===== config.mk =====
export PLATFORM = sky130hd
export DESIGN_NAME = alu_op_encoder
export DESIGN_NICKNAME = d
export VERILOG_FILES = /design/src/rtl/alu_op_encoder.sv
export SDC_FILE = /design/constraint.sdc
export NUM_CORES = 1
export LEC_CHECK = 0
export CORE_MARGIN = 3
export CORE_UTILIZATION = 42
export DETAILED_ROUTE_END_ITERATION = 8
export GPL_ROUTABILITY_DRIVEN = 1
export PLACE_DENSITY = 0.85
export SYNTH_ARGS = -nofsm -noshare
export SYNTH_HDL_FRONTEND = slang
export SYNTH_SLANG_ARGS = --single-unit

===== constraint.sdc =====
create_clock -name clk -period 2 [get_ports clk]
set_clock_uncertainty 0.15 [all_clocks]
set_input_delay 0.3 -clock clk [delete_from_list [all_inputs] [get_ports clk]]
set_output_delay 0.3 -clock clk [all_outputs]
set_load 0.01 [all_outputs]

===== src/rtl/alu_op_encoder.sv =====
// ---------------------------------------------------------------------------
// alu_op_encoder
//   ID/EX ALU-control stage. Decodes RV32I instruction fields into a 4-bit
//   ALU operation code plus operand-select and control flags, and holds the
//   result in a single pipeline register with valid, stall and flush handling.
//
// Parameters
//   DATA_WIDTH     instruction width (only 32 is supported)
//   OPCODE_LENGTH  width of the ALU operation code (4)
//
// Ports
//   clk            rising-edge clock
//   rst_n          asynchronous active-low reset
//   instr          instruction word from ID
//   in_valid       instr is a live instruction (0 = bubble)
//   stall          hold the register contents
//   flush          clear the register to a bubble (wins over stall)
//   out_valid      registered outputs describe a live instruction
//   Operation      ALU operation code
//   alu_src_a_pc   SrcA is the PC (AUIPC only)
//   alu_src_b_imm  SrcB is the immediate (else rs2)
//   is_branch      conditional branch; ALU result bit 0 is the taken flag
//   is_jump        JAL or JALR
//   illegal        rejected instruction trapped (ALU_ENC_ILLEGAL_TRAP_EN only)
//
// Configuration macro
//   ALU_ENC_ILLEGAL_TRAP_EN  when defined, a rejected live instruction becomes
//                            a bubble with illegal=1; when undefined it flows
//                            through as Operation 0000 with out_valid=in_valid.
// ---------------------------------------------------------------------------
module alu_op_encoder #(
    parameter int unsigned DATA_WIDTH    = 32,
    parameter int unsigned OPCODE_LENGTH = 4
) (
    input  logic                     clk,
    input  logic                     rst_n,
    input  logic [DATA_WIDTH-1:0]    instr,
    input  logic                     in_valid,
    input  logic                     stall,
    input  logic                     flush,
    output logic                     out_valid,
    output logic [OPCODE_LENGTH-1:0] Operation,
    output logic                     alu_src_a_pc,
    output logic                     alu_src_b_imm,
    output logic                     is_branch,
    output logic                     is_jump
`ifdef ALU_ENC_ILLEGAL_TRAP_EN
    ,
    output logic                     illegal
`endif
);

    localparam int unsigned OW = OPCODE_LENGTH;

    // RV32I major opcodes
    localparam logic [6:0] OPC_R      = 7'b0110011;
    localparam logic [6:0] OPC_I      = 7'b0010011;
    localparam logic [6:0] OPC_LOAD   = 7'b0000011;
    localparam logic [6:0] OPC_STORE  = 7'b0100011;
    localparam logic [6:0] OPC_JALR   = 7'b1100111;
    localparam logic [6:0] OPC_BRANCH = 7'b1100011;
    localparam logic [6:0] OPC_LUI    = 7'b0110111;
    localparam logic [6:0] OPC_AUIPC  = 7'b0010111;
    localparam logic [6:0] OPC_JAL    = 7'b1101111;

    localparam logic [6:0] F7_BASE = 7'b0000000;
    localparam logic [6:0] F7_ALT  = 7'b0100000;

    // ALU operation codes
    localparam logic [OW-1:0] OP_AND  = OW'(4'b0000);
    localparam logic [OW-1:0] OP_XOR  = OW'(4'b0001);
    localparam logic [OW-1:0] OP_OR   = OW'(4'b0010);
    localparam logic [OW-1:0] OP_ADD  = OW'(4'b0011);
    localparam logic [OW-1:0] OP_SUB  = OW'(4'b0100);
    localparam logic [OW-1:0] OP_EQ   = OW'(4'b0101);
    localparam logic [OW-1:0] OP_NE   = OW'(4'b0110);
    localparam logic [OW-1:0] OP_LT   = OW'(4'b0111);
    localparam logic [OW-1:0] OP_GE   = OW'(4'b1000);
    localparam logic [OW-1:0] OP_SRL  = OW'(4'b1001);
    localparam logic [OW-1:0] OP_SLL  = OW'(4'b1010);
    localparam logic [OW-1:0] OP_SRA  = OW'(4'b1011);
    localparam logic [OW-1:0] OP_PASB = OW'(4'b1100);
    localparam logic [OW-1:0] OP_TRUE = OW'(4'b1111);

    // Instruction fields
    logic [6:0] opc;
    logic [2:0] f3;
    logic [6:0] f7;
    logic       unused_instr_bits;

    assign opc = instr[6:0];
    assign f3  = instr[14:12];
    assign f7  = instr[31:25];
    // Register specifiers and immediates do not affect ALU control.
    assign unused_instr_bits = ^{instr[24:15], instr[11:7]};

    // Decode result (combinational)
    logic [OW-1:0] dec_op;
    logic          dec_a_pc;
    logic          dec_b_imm;
    logic          dec_br;
    logic          dec_jmp;
    logic          dec_rej;

    // Shared R/I arithmetic mapping; alt selects SUB (f3 000) or SRA (f3 101).
    // Returns {reject, op}.
    function automatic logic [OW:0] arith_op(input logic [2:0] fn3, input logic alt);
        logic [OW:0] r;
        r = {1'b0, OP_AND};
        case (fn3)
            3'b000:  r = {1'b0, (alt ? OP_SUB : OP_ADD)};
            3'b001:  r = {1'b0, OP_SLL};
            3'b010:  r = {1'b0, OP_LT};
            3'b011:  r = {1'b1, OP_AND};   // unsigned compare not supported
            3'b100:  r = {1'b0, OP_XOR};
            3'b101:  r = {1'b0, (alt ? OP_SRA : OP_SRL)};
            3'b110:  r = {1'b0, OP_OR};
            default: r = {1'b0, OP_AND};
        endcase
        return r;
    endfunction

    // Branch condition mapping; unsigned compares rejected. Returns {reject, op}.
    function automatic logic [OW:0] branch_op(input logic [2:0] fn3);
        logic [OW:0] r;
        case (fn3)
            3'b000:  r = {1'b0, OP_EQ};
            3'b001:  r = {1'b0, OP_NE};
            3'b100:  r = {1'b0, OP_LT};
            3'b101:  r = {1'b0, OP_GE};
            default: r = {1'b1, OP_AND};
        endcase
        return r;
    endfunction

    // Instruction decode
    always_comb begin
        logic [OW:0] res;
        dec_op    = OP_AND;
        dec_a_pc  = 1'b0;
        dec_b_imm = 1'b0;
        dec_br    = 1'b0;
        dec_jmp   = 1'b0;
        dec_rej   = 1'b0;
        res       = {1'b0, OP_AND};

        case (opc)
            OPC_R: begin
                if (f7 == F7_BASE) begin
                    res = arith_op(f3, 1'b0);
                end else if (f7 == F7_ALT && (f3 == 3'b000 || f3 == 3'b101)) begin
                    res = arith_op(f3, 1'b1);
                end else begin
                    res = {1'b1, OP_AND};
                end
                dec_op  = res[OW-1:0];
                dec_rej = res[OW];
            end
            OPC_I: begin
                dec_b_imm = 1'b1;
                // f7 is shift-type only for the shift encodings; elsewhere it is immediate.
                if (f3 == 3'b001) begin
                    res = (f7 == F7_BASE) ? arith_op(f3, 1'b0) : {1'b1, OP_AND};
                end else if (f3 == 3'b101) begin
                    if (f7 == F7_BASE) begin
                        res = arith_op(f3, 1'b0);
                    end else if (f7 == F7_ALT) begin
                        res = arith_op(f3, 1'b1);
                    end else begin
                        res = {1'b1, OP_AND};
                    end
                end else begin
                    res = arith_op(f3, 1'b0);
                end
                dec_op  = res[OW-1:0];
                dec_rej = res[OW];
            end
            OPC_LOAD, OPC_STORE: begin
                dec_op    = OP_ADD;
                dec_b_imm = 1'b1;
            end
            OPC_JALR: begin
                dec_op    = OP_ADD;
                dec_b_imm = 1'b1;
                dec_jmp   = 1'b1;
            end
            OPC_BRANCH: begin
                res     = branch_op(f3);
                dec_op  = res[OW-1:0];
                dec_rej = res[OW];
                dec_br  = 1'b1;
            end
            OPC_LUI: begin
                dec_op    = OP_PASB;
                dec_b_imm = 1'b1;
            end
            OPC_AUIPC: begin
                dec_op    = OP_ADD;
                dec_a_pc  = 1'b1;
                dec_b_imm = 1'b1;
            end
            OPC_JAL: begin
                dec_op  = OP_TRUE;
                dec_jmp = 1'b1;
            end
            default: begin
                dec_rej = 1'b1;
            end
        endcase

        // A rejected instruction carries no operation and no controls.
        if (dec_rej) begin
            dec_op    = OP_AND;
            dec_a_pc  = 1'b0;
            dec_b_imm = 1'b0;
            dec_br    = 1'b0;
            dec_jmp   = 1'b0;
        end
    end

    // Pipeline register: flush > stall > load
    always_ff @(posedge clk or negedge rst_n) begin
        if (!rst_n) begin
            out_valid     <= 1'b0;
            Operation     <= OP_AND;
            alu_src_a_pc  <= 1'b0;
            alu_src_b_imm <= 1'b0;
            is_branch     <= 1'b0;
            is_jump       <= 1'b0;
`ifdef ALU_ENC_ILLEGAL_TRAP_EN
            illegal       <= 1'b0;
`endif
        end else if (flush || !stall) begin
            // Bubble values first; a live load overrides them below.
            out_valid     <= 1'b0;
            Operation     <= OP_AND;
            alu_src_a_pc  <= 1'b0;
            alu_src_b_imm <= 1'b0;
            is_branch     <= 1'b0;
            is_jump       <= 1'b0;
`ifdef ALU_ENC_ILLEGAL_TRAP_EN
            illegal       <= 1'b0;
            if (!flush && in_valid) begin
                if (dec_rej) begin
                    illegal <= 1'b1;
                end else begin
                    out_valid     <= 1'b1;
                    Operation     <= dec_op;
                    alu_src_a_pc  <= dec_a_pc;
                    alu_src_b_imm <= dec_b_imm;
                    is_branch     <= dec_br;
                    is_jump       <= dec_jmp;
                end
            end
`else
            // Rejected decodes are already all-zero and flow as a NOP-like AND.
            if (!flush && in_valid) begin
                out_valid     <= 1'b1;
                Operation     <= dec_op;
                alu_src_a_pc  <= dec_a_pc;
                alu_src_b_imm <= dec_b_imm;
                is_branch     <= dec_br;
                is_jump       <= dec_jmp;
            end
`endif
        end
    end

endmodule


==> flow_summary_export.csv, run 1 <==
group,metric,value,unit
sta,slew_violations,0,
worst_setup_path,worst-setup-path-type,"primary input to flop",
pwr,vdd_drop_max,0.0004714,V
sta,hold_viol,0,
sta,rsz0062_at_grt,"yes",
synthesis,synth_edf_count,0,
drt,routed_wl,3211,um
pwr,p_int,356.0,uW
worst_setup_path,critPathCaptureType,"flop",
cells_and_area,stdcell_area,1521,um^2
cells_and_area,drive_gt1_share,31.36,%
grt,grt_overflow,0,
pwr,p_leak,0.0006855,uW
grt,antenna_found_initial,0,
worst_setup_path,critPathMaxFanout,9,
sta,setup_viol,1,
floorplanning,core_area,1839,um^2
job,cap_violations,0,
outcome,violations,"setup timing",
floorplanning,fp.dieW,51.57,um
cells_and_area,syn2layout_area_growth,74.46,%
floorplanning,row_count,15,
cells_and_area,final.fill_count,121,
pwr,power_frac_comb,35.7,%
grt,grt_use_total,22.19,%
worst_setup_path,path_cells,"clkdlybuf4s50_1 -> buf_4 -> and3b_1 -> nand2_1 -> or4_4 -> o211a_1 -> o211ai_1",
worst_setup_path,cp_slowest_cell,"or4_4",
pwr,p_seq_share,35.2,%
sta,finalCriticalPeriod,2068,ps
cells_and_area,final_nets,207,
cells_and_area,diodes,0,
drt,drt-pass1-iter-count,4,
min_path,worstHoldPathType,"primary input to asynchronous set/reset pin",
drt,vias_per_cell,5.701,
pwr,powerDensity,344.8,nW/um^2
clock_network,clockRootBuffer,"clkbuf_4",
cells_and_area,fin_cells,194,
clock_network,clock_path_buffers,2,
drt,initialDrtViolationCount,41,
synthesis,ys_ff_latch,9,
drt,vias,1106,
clock_network,htree_levels,1,
placement,dp_cells,187,
drt,wl_per_cell,16.55,um
clock_network,clk_pin_slew_worst_paths,80,ps
sta,fmax,483.5,MHz
sta,fin_ws,-68.04,ps
cells_and_area,final_util,82.72,%
floorplanning,io_pins,46,
floorplanning,start_util,47.41,%
synthesis,synth-main-ff-cell,"dfrtp_1",
worst_setup_path,required,2010,ps
synthesis,synth_cells,111,
synthesis,ys_types,48,
pwr,clkPwrFrac,29.1,%
drt,drc,0,
synthesis,synthArstFlopShare,100.0,%
sta,post-route-period-util,103.4,%
pwr,switching_share,32.14,%
synthesis,synthesis.nets,148,
sta,tightestPinTransition,439.8,ps
clock_network,clk_latency,270,ps
synthesis,yosys_warnings,0,
outcome,status,"finished, violations left",
grt,grt_pass1_vias,1033,
synthesis,synth.avg_cell_area,7.857,um^2
floorplanning,die_area,2659,um^2
worst_setup_path,crit_path_start_kind,"primary input",
clock_network,hold_buffers,0,
grt,grt_first_pass_wirelength,4512,um
placement,dp_slack,-388.9,ps
clock_network,cts_made_buffers,3,
grt,grt_max_degree,10,
placement,gp_congestion,0.8828,
clock_network,tritoncts,"done",
synthesis,netlist_area,872.1,um^2
drt,postRouteAntennaNets,0,
placement,port_buffers,30,
floorplanning,dieHeight,51.57,um
pwr,power.switching,168.6,uW
clock_network,cts.sinks,9,
sta,slew-limit-headroom,70.59,%
worst_setup_path,critical_path.max_stage_delay,430,ps
sta,setup_tns,-68.04,ps
worst_setup_path,cp_data_arrival_time,2080,ps
placement,place_area,1390,um^2
synthesis,ys_seq_area_share,25.82,%
placement,place.detailed.hpwl,2296,um
## state kept, by name, summed over array words and instances, names as in the netlist
name	count
Operation	4
alu_src_a_pc	1
alu_src_b_imm	1
is_branch	1
is_jump	1
out_valid	1
## per-layer routing
| metal | track usage [%] | wire length [um] | vias up |
|---|---|---|---|
| li1 | - | - | 542 |
| met3 | 1.719 | 158 | 8 |
| met5 | 0 | 0 | - |
| met2 | 38.77 | 1602 | 49 |
| met4 | 11.35 | 91 | 0 |
| met1 | 27.05 | 1358 | 507 |
## critical path: cells and delay by family
family,cells,cell delay [ps]
AND/OR/NAND/NOR,3,770
AO/OA/AOI/OAI,2,410
buffers and inverters,2,590
## per-stage QoR
step / power, uW / hold WS, ps
after global placement: 352.4 / 313.2
after global routing: 546.2 / 198.3
after CTS: 498.6 / 180.5
after floorplan: 259.6 / -145.6
final: 524.6 / 181.0
after detailed placement: 359.4 / 341.1
## layout by cell type (no fill, tap or decap), drive strengths merged, types with 2 or more instances in the layout
master | Yosys | routed
a211oi | 3 | 3
a21oi | 2 | 2
a31oi | 3 | 3
a32o | 3 | 3
and2 | 4 | 4
and3b | 2 | 2
buf | 5 | 35
clkbuf | 6 | 3
clkdlybuf4s50 | 0 | 24
dfrtp | 9 | 9
dlymetal6s2s | 0 | 6
inv | 5 | 5
nand2 | 11 | 11
nand3 | 3 | 3
nand4 | 5 | 5
nor2 | 8 | 8
nor2b | 4 | 4
nor3b | 2 | 2
nor4 | 3 | 3
nor4b | 2 | 2
o21ai | 8 | 8
o22ai | 2 | 2
o31ai | 2 | 2
or4 | 2 | 2
## synthesized netlist by cell type (2+ instances only)
| cell | instances | area, um^2 |
|---|---|---|
| a21oi_1 | 2 | 10.01 |
| o31ai_1 | 2 | 15.01 |
| nand3_1 | 2 | 10.01 |
| and3b_1 | 2 | 17.52 |
| nor4_1 | 2 | 12.51 |
| buf_2 | 3 | 15.01 |
| a31oi_1 | 3 | 18.77 |
| nand4_1 | 5 | 31.28 |
| or4_1 | 2 | 15.01 |
| nand2_1 | 11 | 41.29 |
| o21ai_0 | 7 | 35.03 |
| nor2b_1 | 4 | 25.02 |
| clkbuf_1 | 5 | 18.77 |
| inv_1 | 5 | 18.77 |
| a32o_1 | 3 | 30.03 |
| nor3b_1 | 2 | 15.01 |
| a211oi_1 | 3 | 22.52 |
| nor2_1 | 8 | 30.03 |
| o22ai_1 | 2 | 12.51 |
| dfrtp_1 | 9 | 225.2 |
| and2_1 | 2 | 12.51 |
## power by group through the flow
stage	combinational (uW)	clock, uW	sequential, uW
6_report	187	153	184
5_1_grt	202	159	185
4_1_cts	174	140	185
3_5_place_dp	171	0	188
3_3_place_gp	164	0	188
2_1_floorplan	70.8	0	189
## layout make-up
cell class / count / area, um^2 / share of cell area [%]
multi-input combinational: 86 / 640.6 / 42.11
timing repair buffer: 65 / 578.1 / 37.99
sequential: 9 / 225.2 / 14.80
tap: 25 / 31.28 / 2.056
clock buffer: 3 / 22.52 / 1.480
inverter: 5 / 18.77 / 1.234
clock inverter: 1 / 5.005 / 0.3289
## kinds of logic (layout without fill, tap and decap cells)
logic type                Yosys count  after routing  synth area share (%)
and+or+nand+nor                    51             51                 36.01
AOI/OAI and AO/OA                  33             33                 27.69
buffers and inverters              16             74                 8.320
DFF                                 9              9                 25.83
xor gates and xnor gates            1              1                 1.004
muxes                               1              1                 1.148
## worst paths after layout
path                              start            to  slack, ps  depth (start not counted)
min reg2reg                     is_jump       is_jump        360                          1
max in group asynchronous         rst_n       is_jump       1200                          1
min in group clk                is_jump       is_jump        360                          1
min                               rst_n  Operation[1]        180                          1
max                            instr[4]  Operation[0]        -70                          7
max reg2reg                Operation[1]  Operation[1]        970                          2
## repair_timing
action | in CTS | in global routing
pin swaps | 1 | 10
endpoints found under the setup margin | 5 | 6
buffers inserted | 1 | 2
gates resized for setup | 2 | 18
Note: power is estimated with default switching activity, not from simulation.
==> run 2, diff against run 1 <==
SLEW_MARGIN = 20   (was unset)
==> results of run 2 <==
No change in the layout: final DEF, timing and power equal those of run 1.
